--- src/rtl/serial_subtractor.sv ---
// -----------------------------------------------------------------------------
// serial_subtractor
//   Bit-serial unsigned subtractor computing d = a - b (mod 2^WIDTH).
//   One full-subtract cell consumes one bit per clock, LSB first, with the
//   borrow held in a register between bits. The result register fills from
//   the MSB side, so after WIDTH shifts it holds the difference in its
//   natural bit order.
//
//   Optional feature: define SERIAL_SUB_OVF_EN to enable the signed overflow
//   flag. When it is undefined, ovf is tied to 0.
//
// Ports
//   clk    in   rising-edge clock
//   rst_n  in   asynchronous active-low reset
//   start  in   begin a subtraction (accepted only in IDLE)
//   a      in   [WIDTH] minuend, captured with start
//   b      in   [WIDTH] subtrahend, captured with start
//   busy   out  high while bits are being processed (RUN)
//   done   out  one-cycle pulse, result valid
//   d      out  [WIDTH] difference, held until the next completion
//   bout   out  final borrow (a < b unsigned)
//   ovf    out  signed overflow flag
// -----------------------------------------------------------------------------
module serial_subtractor #(
    parameter int WIDTH = 8
) (
    input  logic             clk,
    input  logic             rst_n,
    input  logic             start,
    input  logic [WIDTH-1:0] a,
    input  logic [WIDTH-1:0] b,
    output logic             busy,
    output logic             done,
    output logic [WIDTH-1:0] d,
    output logic             bout,
    output logic             ovf
);

    localparam int CW = (WIDTH > 2) ? $clog2(WIDTH) : 1;
    localparam logic [CW-1:0] LAST = CW'(WIDTH - 1);

    typedef enum logic [1:0] {
        IDLE = 2'd0,
        RUN  = 2'd1,
        DONE = 2'd2
    } state_t;

    state_t state, state_nxt;

    logic [WIDTH-1:0] a_sh, b_sh, res;
    logic             br;
    logic [CW-1:0]    cnt;
    logic             a_msb, b_msb;
    logic             ovf_q;

    // Full-subtract cell on the current LSBs.
    logic diff, br_nxt;
    assign diff   = a_sh[0] ^ b_sh[0] ^ br;
    assign br_nxt = (~a_sh[0] & b_sh[0]) | (~(a_sh[0] ^ b_sh[0]) & br);

    logic last_bit;
    assign last_bit = (state == RUN) && (cnt == LAST);

    // ---------------- FSM ----------------
    always_ff @(posedge clk or negedge rst_n) begin
        if (!rst_n) state <= IDLE;
        else        state <= state_nxt;
    end

    always_comb begin
        state_nxt = state;
        busy      = 1'b0;
        done      = 1'b0;
        case (state)
            IDLE: if (start) state_nxt = RUN;
            RUN: begin
                busy = 1'b1;
                if (cnt == LAST) state_nxt = DONE;
            end
            DONE: begin
                done      = 1'b1;
                state_nxt = IDLE;
            end
            default: state_nxt = IDLE;
        endcase
    end

    // ---------------- Datapath ----------------
    always_ff @(posedge clk or negedge rst_n) begin
        if (!rst_n) begin
            a_sh  <= '0;
            b_sh  <= '0;
            res   <= '0;
            br    <= 1'b0;
            cnt   <= '0;
            a_msb <= 1'b0;
            b_msb <= 1'b0;
        end else if (state == IDLE && start) begin
            a_sh  <= a;
            b_sh  <= b;
            br    <= 1'b0;
            cnt   <= '0;
            // The operand registers are consumed by shifting, so keep the
            // sign bits separately for the overflow flag.
            a_msb <= a[WIDTH-1];
            b_msb <= b[WIDTH-1];
        end else if (state == RUN) begin
            a_sh <= a_sh >> 1;
            b_sh <= b_sh >> 1;
            res  <= {diff, res[WIDTH-1:1]};
            br   <= br_nxt;
            cnt  <= cnt + 1'b1;
        end
    end

    // Outputs change only on the edge that enters DONE. On that edge the
    // current diff is the result MSB and br_nxt is the final borrow.
    always_ff @(posedge clk or negedge rst_n) begin
        if (!rst_n) begin
            d     <= '0;
            bout  <= 1'b0;
            ovf_q <= 1'b0;
        end else if (last_bit) begin
            d     <= {diff, res[WIDTH-1:1]};
            bout  <= br_nxt;
            ovf_q <= (a_msb != b_msb) && (diff != a_msb);
        end
    end

`ifdef SERIAL_SUB_OVF_EN
    assign ovf = ovf_q;
`else
    assign ovf = 1'b0;
    logic unused_ovf;
    assign unused_ovf = ovf_q;
`endif

endmodule

--- config.mk ---
export PLATFORM = sky130hd
export DESIGN_NAME = serial_subtractor
export DESIGN_NICKNAME = d
export VERILOG_FILES = /design/src/rtl/serial_subtractor.sv
export SDC_FILE = /design/constraint.sdc
export NUM_CORES = 1
export LEC_CHECK = 0
export ABC_AREA = 1
export BUFFER_PORTS_ARGS = -buffer_cell sky130_fd_sc_hd__buf_4
export CORE_MARGIN = 2
export CORE_UTILIZATION = 47
export DETAILED_ROUTE_END_ITERATION = 8
export GPL_ROUTABILITY_DRIVEN = 1
export GPL_TIMING_DRIVEN = 0
export MAX_ROUTING_LAYER = met4
export PLACE_DENSITY = 0.69
export SYNTH_ARGS = -nofsm -noshare
export SYNTH_HDL_FRONTEND = slang
export SYNTH_SLANG_ARGS = --single-unit
--- constraint.sdc ---
create_clock -name clk -period 1.6 [get_ports clk]
set_input_delay 0.24 -clock clk [delete_from_list [all_inputs] [get_ports clk]]
set_output_delay 0.24 -clock clk [all_outputs]
set_load 0.05 [all_outputs]
==> flow_summary_export.csv <==
group,metric,value,unit
global_route,grt_max_degree,39,
synthesis,synth_edf_count,0,
die,dieArea,0.00404,mm2
cts,h-tree-depth,2,
job,max-cap-violations,0,
synthesis,ys_warn_count,0,
setup_path,worst-setup-path-type,"reg2out",
setup_path,cp-start-kind,"register",
cts,insertion_delay,0.33,ns
global_route,grt_overflow,0,
power,power.internal,2.16,mW
setup_path,arrival,1.28,ns
layout,stdcell_count,269,
synthesis,synth_area_leader_cell,"dfrtp_1",
synthesis,synthTopCellsByArea,"dfrtp_1 (57%), nand3_1 (14%), nand2_1 (14%)",
outcome,status,"finished, final reports clean",
setup_path,worstSetupEndpointType,"primary output",
cts,cts_sinks,38,
global_route,grt_pass1_wl,5800,um
power,p_leak,1.05,nW
synthesis,synth-seq-cells,38,
drt,routed-via-count,1371,
power,comb_power_share,46.4,%
setup_path,crit_fanout,10,
die,coreArea,0.00336,mm2
timing,clock_skew,0.00962,ns
cts,cts-root-buf,"clkbuf_4",
place,portBuffers,29,
layout,fin_util,59.6,%
timing,period_needed,1.52,ns
die,initial_utilization,49.6,%
setup_path,crit_required,1.36,ns
power,vdd_drop_max,0.000893,V
place,place_congestion,0.755,
timing,tns,0,ns
drt,drc_errors,0,
cts,clk_pin_slew,0.10,ns
synthesis,yosys-top-cells-count,"nand2_1 (60), nand3_1 (48), dfrtp_1 (38)",
timing,final.period_utilization,94.9,%
layout,insertedDiodeCount,0,
synthesis,syn_nets,207,
timing,finalSetupViolations,0,
global_route,met3_usage,5.89,%
global_route,busiest_layer,"met2",
die,ios,31,
global_route,use_met1,24.8,%
power,power.density,1880,mW/mm2
synthesis,synthMostInstantiatedCell,"nand2_1",
synthesis,synthArstFlopShare,100,%
global_route,antenna_found_initial,0,
timing,finalMaxSlewViolations,0,
cts,cts_tree,"yes",
power,netSwitchingFraction,43.0,%
layout,fillers,340,
synthesis,synth-seq-area-share,57.1,%
layout,syn2layout_area_growth,20.3,%
timing,hold_viol_final,0,
power,p_clk_share,11.9,%
global_route,grt_pass1_vias,1299,
synthesis,synth_top_area_share,57.1,%
synthesis,syn_area_per_cell,9.01,um2
drt,firstDrtPassIters,4,
drt,vias_per_cell,5.10,
synthesis,synthCells,185,
global_route,met2_usage,28.8,%
synthesis,synth_area,0.00167,mm2
die,rows,21,
synthesis,ys.flop_type,"dfrtp_1",
die,die_y,63.5,um
drt,first_iter_violations,51,
place,dp_hpwl,2280,um
cts,cts_buffers,5,
min_path,hold_class,"in2reg",
cts,cts_buffer_depth,2,
power,power_frac_seq,41.6,%
layout,drive_gt1_share,22.4,%
power,power,3.78,mW
drt,ant_nets,0,
die,fp.dieW,63.5,um
layout,nets,245,
power,p_sw,1.62,mW
drt,wire_per_inst,12.0,um
synthesis,ys_types,18,
place,dp.cells,260,
global_route,groute.usage.overall,19.2,%
timing,whs,0.0966,ns
timing,rsz0062_at_grt,"false",
timing,fmax,0.658,GHz
drt,wirelength,3240,um
[layout by cell type (no fill, tap or decap), drive strengths merged]
cell type / count
ha: 2
fa: 1
clkbuf: 8
nand2: 62
dfrtp: 38
nor2: 5
inv: 9
dlygate4sd3: 1
conb: 1
buf: 39
o21ai: 9
nand3: 48
[worst max-delay path, cell delays in order (launching register included)]
cell	delay, ns
dfrtp_2	0.43
inv_2	0.06
nor2_4	0.11
buf_6	0.15
buf_4	0.20
[flip-flops by register name, indices dropped and copies added, names as in the netlist]
register  flops
d             8
cnt           3
br            1
bout          1
res           7
state         2
a_sh          8
b_sh          8
[cell type report]
type	count	area, um2	share of cell area (%)
plain buffers	10	81.3	4.05
clock buffers	7	45.0	2.25
inverters	9	33.8	1.68
multi-input cells	128	601	29.9
flip-flops and latches	38	952	47.5
well taps	46	57.6	2.87
repair buffers	31	235	11.7
[per-layer routing]
layer | part of all wire [%] | vias up
li1 | - | 671
met1 | 46 | 659
met2 | 47 | 35
met3 | 5.8 | 6
met4 | 1.4 | 0
met5 | 0 | -
[cell families (layout without fill, tap and decap cells)]
kind of cell	after synthesis	after routing	share of synthesized area (%)
AO/OA/AOI/OAI	9	9	2.70
adder cells (fa/ha/maj)	3	3	2.70
buffers and inverters	19	57	6.91
flip-flops	38	38	57.1
other	1	1	0.225
AND/OR/NAND/NOR	115	115	30.4
[through the flow]
step / worst slack [ns] / instance area, um2
CTS: 0.0663 / 2010
global placement: 0.277 / 1940
global route: 0.0176 / 2010
finish: 0.0811 / 2010
floorplan: 0.239 / 1670
detailed placement: 0.266 / 1940
[final timing paths]
path	from	depth (start not counted)	slack, ns	end
worst min-delay path	a[7]	3	0.1	a_sh[7]
min in group asynchronous	rst_n	2	0.40	d[2]
max in group asynchronous	rst_n	2	0.85	state[0]
worst max-delay path	state[0]	4	0.08	busy
worst min register to register	res[1]	2	0.48	d[0]
worst max register to register	cnt[0]	6	0.28	d[4]
[repair_timing]
item,in CTS,in global routing
gates resized for setup,1,0
hold endpoints to repair,38,0
hold buffers,1,0
buffers inserted,1,0
setup endpoints to repair,1,0
[power by group through the flow]
stage | Combinational (mW) | Sequential, mW | Clock (mW)
floorplan | 0.974 | 1.86 | 0
detailed placement | 1.75 | 1.59 | 0
global route | 1.95 | 1.62 | 0.509
finish | 1.76 | 1.57 | 0.451
global placement | 1.70 | 1.57 | 0
CTS | 1.78 | 1.57 | 0.464
No activity file was read; power rests on OpenSTA's default activity.
